## config.mk

```make
export PLATFORM = sky130hd
export DESIGN_NAME = pll_reset_sequencer
export DESIGN_NICKNAME = d
export VERILOG_FILES = /design/src/rtl/pll_reset_sequencer.sv
export SDC_FILE = /design/constraint.sdc
export NUM_CORES = 1
export LEC_CHECK = 0
export CORE_AREA = 10 10 65 67
export DETAILED_ROUTE_END_ITERATION = 7
export DIE_AREA = 0 0 75 77
export DONT_BUFFER_PORTS = 1
export GPL_TIMING_DRIVEN = 0
export PLACE_DENSITY = 0.73
export SETUP_SLACK_MARGIN = 0.05
export SYNTH_ARGS = -nofsm -noshare
export SYNTH_HDL_FRONTEND = slang
export SYNTH_SLANG_ARGS = --single-unit
```

## constraint.sdc

```tcl
create_clock -name clk -period 1.9 [get_ports clk]
set_input_delay 0.19 -clock clk [delete_from_list [all_inputs] [get_ports clk]]
set_output_delay 0.19 -clock clk [all_outputs]
set_load 0.02 [all_outputs]
```

## src/rtl/pll_reset_sequencer.sv

```systemverilog
// PLL reset/lock sequencer running on the free-running reference clock.
// Holds the PLL in reset, waits for a synchronized lock, requires a stable
// lock window before releasing the downstream reset, retries on timeout and
// latches a fault after too many consecutive lock timeouts.
// Ports:
//   clk             free-running reference clock (never a PLL output)
//   reset           asynchronous active-low reset
//   pll_lock        PLL LOCK, asynchronous to clk
//   force_relock    single-cycle request to re-run the lock sequence
//   pll_resetb      PLL RESETB (low holds the PLL in reset)
//   sys_reset_n     active-low reset for PLL-clocked logic
//   ready           high only while running
//   fault           high only in the fault state
//   lock_loss_count saturating count of lock losses seen while running
module pll_reset_sequencer #(
  parameter int unsigned RESET_CYCLES  = 16,
  parameter int unsigned LOCK_TIMEOUT  = 1200,
  parameter int unsigned STABLE_CYCLES = 120,
  parameter int unsigned MAX_RETRIES   = 4
) (
  input  logic       clk,
  input  logic       reset,
  input  logic       pll_lock,
  input  logic       force_relock,
  output logic       pll_resetb,
  output logic       sys_reset_n,
  output logic       ready,
  output logic       fault,
  output logic [7:0] lock_loss_count
);

  localparam int unsigned MAX_RL  = (RESET_CYCLES > LOCK_TIMEOUT) ? RESET_CYCLES : LOCK_TIMEOUT;
  localparam int unsigned CNT_MAX = (MAX_RL > STABLE_CYCLES) ? MAX_RL : STABLE_CYCLES;
  localparam int unsigned CW      = $clog2(CNT_MAX + 1);
  localparam int unsigned RW      = $clog2(MAX_RETRIES + 1);

  // Counter compares against "last cycle" values, so it never exceeds limit-1.
  localparam logic [CW-1:0] RESET_LAST   = CW'(RESET_CYCLES - 1);
  localparam logic [CW-1:0] TIMEOUT_LAST = CW'(LOCK_TIMEOUT - 1);
  localparam logic [CW-1:0] STABLE_LAST  = CW'(STABLE_CYCLES - 1);
  localparam logic [RW-1:0] RETRY_LAST   = RW'(MAX_RETRIES - 1);

  typedef enum logic [2:0] {
    RESET_PLL,
    WAIT_LOCK,
    STABLE,
    RUN,
    FAULT
  } state_t;

  state_t        state;
  logic          lock_m;
  logic          lock_s;
  logic [CW-1:0] cnt;
  logic [RW-1:0] retry;

  // Two-flop synchronizer for the asynchronous lock indication.
  always_ff @(posedge clk or negedge reset) begin
    if (!reset) begin
      lock_m <= 1'b0;
      lock_s <= 1'b0;
    end else begin
      lock_m <= pll_lock;
      lock_s <= lock_m;
    end
  end

  // Sequencer state, counters and registered outputs.
  always_ff @(posedge clk or negedge reset) begin
    if (!reset) begin
      state           <= RESET_PLL;
      cnt             <= '0;
      retry           <= '0;
      pll_resetb      <= 1'b0;
      sys_reset_n     <= 1'b0;
      ready           <= 1'b0;
      fault           <= 1'b0;
      lock_loss_count <= 8'd0;
    end else begin
      case (state)
        RESET_PLL: begin
          if (force_relock) begin
            cnt <= '0;
          end else if (cnt == RESET_LAST) begin
            state      <= WAIT_LOCK;
            cnt        <= '0;
            pll_resetb <= 1'b1;
          end else begin
            cnt <= cnt + CW'(1);
          end
        end

        WAIT_LOCK: begin
          if (force_relock) begin
            state      <= RESET_PLL;
            cnt        <= '0;
            pll_resetb <= 1'b0;
          end else if (lock_s) begin
            state <= STABLE;
            cnt   <= '0;
          end else if (cnt == TIMEOUT_LAST) begin
            cnt        <= '0;
            pll_resetb <= 1'b0;
            retry      <= retry + RW'(1);
            if (retry == RETRY_LAST) begin
              state <= FAULT;
              fault <= 1'b1;
            end else begin
              state <= RESET_PLL;
            end
          end else begin
            cnt <= cnt + CW'(1);
          end
        end

        STABLE: begin
          if (force_relock) begin
            state      <= RESET_PLL;
            cnt        <= '0;
            pll_resetb <= 1'b0;
          end else if (!lock_s) begin
            // Glitch: restart the lock timeout, keep the retry count.
            state <= WAIT_LOCK;
            cnt   <= '0;
          end else if (cnt == STABLE_LAST) begin
            state       <= RUN;
            cnt         <= '0;
            retry       <= '0;
            sys_reset_n <= 1'b1;
            ready       <= 1'b1;
          end else begin
            cnt <= cnt + CW'(1);
          end
        end

        RUN: begin
          // A lock loss counts once even when a relock request coincides.
          if (!lock_s || force_relock) begin
            state       <= RESET_PLL;
            cnt         <= '0;
            pll_resetb  <= 1'b0;
            sys_reset_n <= 1'b0;
            ready       <= 1'b0;
            if (!lock_s && (lock_loss_count != 8'hFF)) begin
              lock_loss_count <= lock_loss_count + 8'd1;
            end
          end
        end

        FAULT: begin
          // Terminal until reset; relock requests are ignored.
          pll_resetb <= 1'b0;
          fault      <= 1'b1;
        end

        default: begin
          state       <= RESET_PLL;
          cnt         <= '0;
          pll_resetb  <= 1'b0;
          sys_reset_n <= 1'b0;
          ready       <= 1'b0;
          fault       <= 1'b0;
        end
      endcase
    end
  end

endmodule

```

* Yosys cells after proc, flatten, opt, wreduce, memory -nomap -nowiden
Cells that the tools add are included.
** Cells by class
- Equality and inequality tests :: 24
- Reduce and logical (&&, ||, !) cells :: 14
- Bitwise gates (word level) :: 3
- Add/sub/neg operators :: 3
- Mux-type cells :: 45
** Operator list (count)
- two-way mux 11 bit :: 9
- one-hot mux 11 bit (5 select lines) :: 1
- two-way mux 3 bit :: 16
- != test 2 bit, second input constant :: 11
- one-hot mux 3 bit (5 select lines) :: 1
- two-way mux 1 bit :: 14
- AND reduction 6 bit :: 2
- adder 11 x 1 -> 11 bit, second input constant :: 1
- equality test 11 bit, second input constant :: 1
- equality test 11 x 4 -> 1 bit, second input constant :: 1
- equality test 11 x 7 -> 1 bit, second input constant :: 1
- AND reduction 5 bit :: 2
- equality test 3 x 2 -> 1 bit, second input constant :: 3
- adder 8 x 1 -> 8 bit, second input constant :: 1
- != test 4 bit, second input constant :: 2
- != test 8 bit, second input constant :: 1
- AND reduction 7 bit :: 1
- != test 3 bit, second input constant :: 2
- one-hot mux 1 bit (3 select lines) :: 2
- one-hot mux 3 bit (2 select lines) :: 1
- OR reduction 3 bit :: 2
- one-hot mux 1 bit (4 select lines) :: 1
- adder 3 x 1 -> 3 bit, second input constant :: 1
- equality test 3 x 1 -> 1 bit, second input constant :: 1
- 9 further kinds :: 11
** Word-level totals
- Input port bits :: 4
- Output and inout port bits :: 12
- Word-level logic and storage cells :: 98
- Register bits :: 30

* Depth between registers and ports, before layout
- Depth in word-level cells :: 6
- Gate-level depth with buffers :: 6
- Depth with buffers taken out :: 6

* Least setup slack after synthesis
No wires, ideal clock.
- Kind :: reg2reg
- Start point :: register cnt[7]
- End point :: register retry[0]
- Data arrival time :: 1.688 ns
- Data required time :: 1.775 ns
- Cell stages (with the launch flop) :: 6
- Library setup time :: 0.125 ns
- Buffers on the path :: 0
- Clock period less this slack :: 1.813 ns
- Path slack :: 0.087 ns
- Path through :: dfrtp_1 -> or4_4 -> nor4_4 -> nand2b_1 -> and2_4 -> mux2_4
** Between the ends
- Word-level cells in the longest chain between the ends :: 3
- Elaborated cells on any way between the ends :: 5
- Those cells by class :: eq/ne: 4; reduce/logical: 1
** RTL lines
- from (decl) :: RTL line 54 : logic [CW-1:0] cnt;
- from (signal assigned) :: RTL line 89 : cnt <= cnt + CW'(1);
- from (signal assigned) :: RTL line 112 : cnt <= cnt + CW'(1);
- from (signal assigned) :: RTL line 132 : cnt <= cnt + CW'(1);
- equality test 11 x 7 -> 1 bit or equality test 11 bit (tied branches) :: RTL line 125, 101
- != test 2 bit (no line)
- AND reduction 7 bit (no line) *
- to (signal assigned) :: RTL line 104 : retry <= retry + RW'(1);
- to (decl) :: RTL line 55 : logic [RW-1:0] retry;
Every way passes the cells marked *; elsewhere a longest branch is shown, timed or not.
A chain may end at the register's enable or synchronous reset.

* Worst setup path in the final report
Same ends and word-level chain as after synthesis.

==> qor.csv <==
metric;value;unit
status;complete, but fails checks;
violated checks;setup timing;
DP Cell Count;190;
critical path class;flip-flop to flip-flop;
CP Max Fanout;4;
Area Growth Syn to Fin;19.0;%
Buf+Inv Stages, Crit Path;0;
GPL Wtd Cong;0.859;
CP peak stage delay;590;ps
Post-Synthesis Cells;157;
Worst Max-Slew Pin Slew;351;ps
fin crit period;1930;ps
drt wl/cell;16.4;um
ant diodes;0;
First-pass DRT Iterations;4;
VDD IR max;0.000477;V
H-tree Lvls;2;
PortBufs;0;
Tcrit/Tclk final;102;%
initial antenna violation count;0;
net count after synthesis;165;
worst-case clock buffer depth;2;
RSZ-0062 raised after global routing;true;
num ports;16;
first-pass GRT wire length;5840;um
post-synthesis async set-or-reset flop share;100;%
iteration-0 DRC count of the detailed router;118;
CP Launch Type;flip-flop;
fill count;247;
core area;2980;um^2
CTS Root Cell;clkbuf_4;
final core utilization;65.1;%
most frequent cells in the layout;dfrtp_1 (25), nand2_1 (11), o21ai_0 (10), buf_4 (10);
post-detail-place hpwl;2310;um
clock-pin slew on the worst setup and hold paths;90;ps
Distinct cells, synth;52;
CP top delay family;simple AND/OR/NAND/NOR gates;
Cell Count, Final, Fillers Out;211;
die height;77;um
grt total ovfl;0;
final slew viol count;0;
fmax;517;MHz
CP Capture Type;flip-flop;
Hold Crit Class;input pin to flip-flop;
ys flop type;dfrtp_1;
P_leak;0.000835;uW
final setup violation count;3;
Slew HR;76.6;%
cts bufs inserted;5;
crit-path cells;or4_4, nor4_4, nand2b_1, and2_4, mux2_4;
initial core utilization;54.7;%
via count;1283;
fraction of the yosys area taken by sequential cells;46.1;%
maximum number of pins on one net before global-route repair;31;
Final #Nets;185;
yosys warns;0;
Crit-path slowest cell;or4_4;
total track usage;13.0;%
Cell Pwr Density;572;nW/um^2
Cell Area, Synth;1630;um^2
Layout Skew;5.31;ps
# DRC;0;
Die X;75;um
DIE AREA;5780;um^2
Clock Latency Late Sink;330;ps
Final Hold Viols;0;
mean post-synth cell area;10.4;um^2
mean number of vias per cell;6.08;
Worst Path Arrival;2160;ps
Core Rows;20;
most common cell after layout, fill and taps aside;dfrtp_1;
CP required;2120;ps
EDFF count, synth;0;
vias in the first global route;1228;
number of synthesized register bits;30;
share of cells above drive strength 1;27.5;%
Clock Sink Count;30;
Setup WS post-layout;-34.4;ps
post-route ant nets;0;
DRT Wirelength;3460;um
max cap viols;0;
CTS tree;done;
-- stage by stage --
step,total power (uW),setup slack (ps),instance area [um^2],hold slack [ps],setup TNS (ps)
after floorplan,686,86.7,1630,-106,0
after global placement,691,-67.7,1670,-104,-302
after detailed placement,693,-98.9,1670,-104,-657
after CTS,1110,-43.7,1910,72.1,-98.6
after global routing,1170,-117,1940,62.3,-1040
final,1110,-34.4,1940,81.0,-51.2
-- final timing paths --
path | startpoint | end | slack [ps] | cells after the start
worst min-delay path | force_relock | retry[2]$_DFFE_PN0P_ | 80 | 3
worst max-delay path | cnt[7]$_DFFE_PN0P_ | retry[0]$_DFFE_PN0P_ | -30 | 5
max in group asynchronous | reset | lock_loss_count[1]$_DFFE_PN0P_ | 1410 | 2
min in group asynchronous | reset | state[2]$_DFFE_PN0P_ | 300 | 2
worst min register to register | lock_m$_DFF_PN0_ | lock_s$_DFF_PN0_ | 360 | 0
worst max register to register | cnt[7]$_DFFE_PN0P_ | retry[0]$_DFFE_PN0P_ | -30 | 5
-- what timing repair did --
action                                  4_1_cts  5_1_grt
hold buffers                                  4        0
buffers inserted                              6        3
gates resized for setup                      16        6
endpoints found under the hold margin        32        0
gates cloned                                  1        0
pin swaps                                     9        2
endpoints found under the setup margin       16       18
-- cell usage after synthesis (2+ instances only) --
cell type	number	area (um^2)
buf_6	2	22.5
nand3_1	9	45.0
nor2_1	7	26.3
and4_1	2	17.5
ha_1	4	50.1
nand4_1	4	25.0
nor4_1	3	18.8
o21ai_1	5	25.0
and2_1	2	12.5
dfrtp_1	30	751
nor3_1	5	25.0
inv_1	6	22.5
xor2_1	6	52.6
xnor2_1	4	35.0
mux2_2	2	22.5
o21ai_0	13	65.1
nand2b_1	2	12.5
or2_2	2	12.5
or3_1	4	25.0
nand2_1	12	45.0
nor4_4	2	42.5
-- state kept, by name, indices dropped and copies added, names as in the netlist --
name / cells
cnt: 11
lock_loss_count: 8
retry: 3
state: 3
fault: 1
lock_m: 1
lock_s: 1
pll_resetb: 1
ready: 1
-- cells by family (layout without fill, tap and decap cells) --
family / after synthesis / after routing / share of synthesized area, %
muxes: 4 / 4 / 2.92
buffers and inverters: 11 / 31 / 3.76
adders and majority gates: 4 / 4 / 3.07
AOI/OAI and AO/OA: 32 / 33 / 13.6
and+or+nand+nor: 66 / 66 / 25.2
xor gates and xnor gates: 10 / 10 / 5.38
DFF: 30 / 30 / 46.1
-- where the power goes --
part | switching [uW] | internal (uW)
Combinational | 30.9 | 24.5
Sequential | 12.4 | 646
Clock | 215 | 179
Total | 258 | 850
-- tightest hold or removal path, stage by stage --
cell and delay, ps:
nor2_4 40, nand3_2 80, o2bb2ai_1 70
-- routing by layer --
metal,GRT usage [%],share of wire [%]
met1,15.9,43
met4,4.55,1.9
met3,5.92,6.4
met5,0,0
met2,19.4,48
-- final cells by class --
cell class,instances,area [um^2],share of cell area [%]
multi-input cells,117,905,46.7
flip-flops and latches,30,757,39.1
repair buffers,13,118,6.07
clock buffers,7,55.1,2.84
well taps,33,41.3,2.13
plain buffers,4,35.0,1.81
inverters,6,22.5,1.16
clock inverters,1,5.00,0.258
Note: power is estimated with default switching activity, not from simulation.
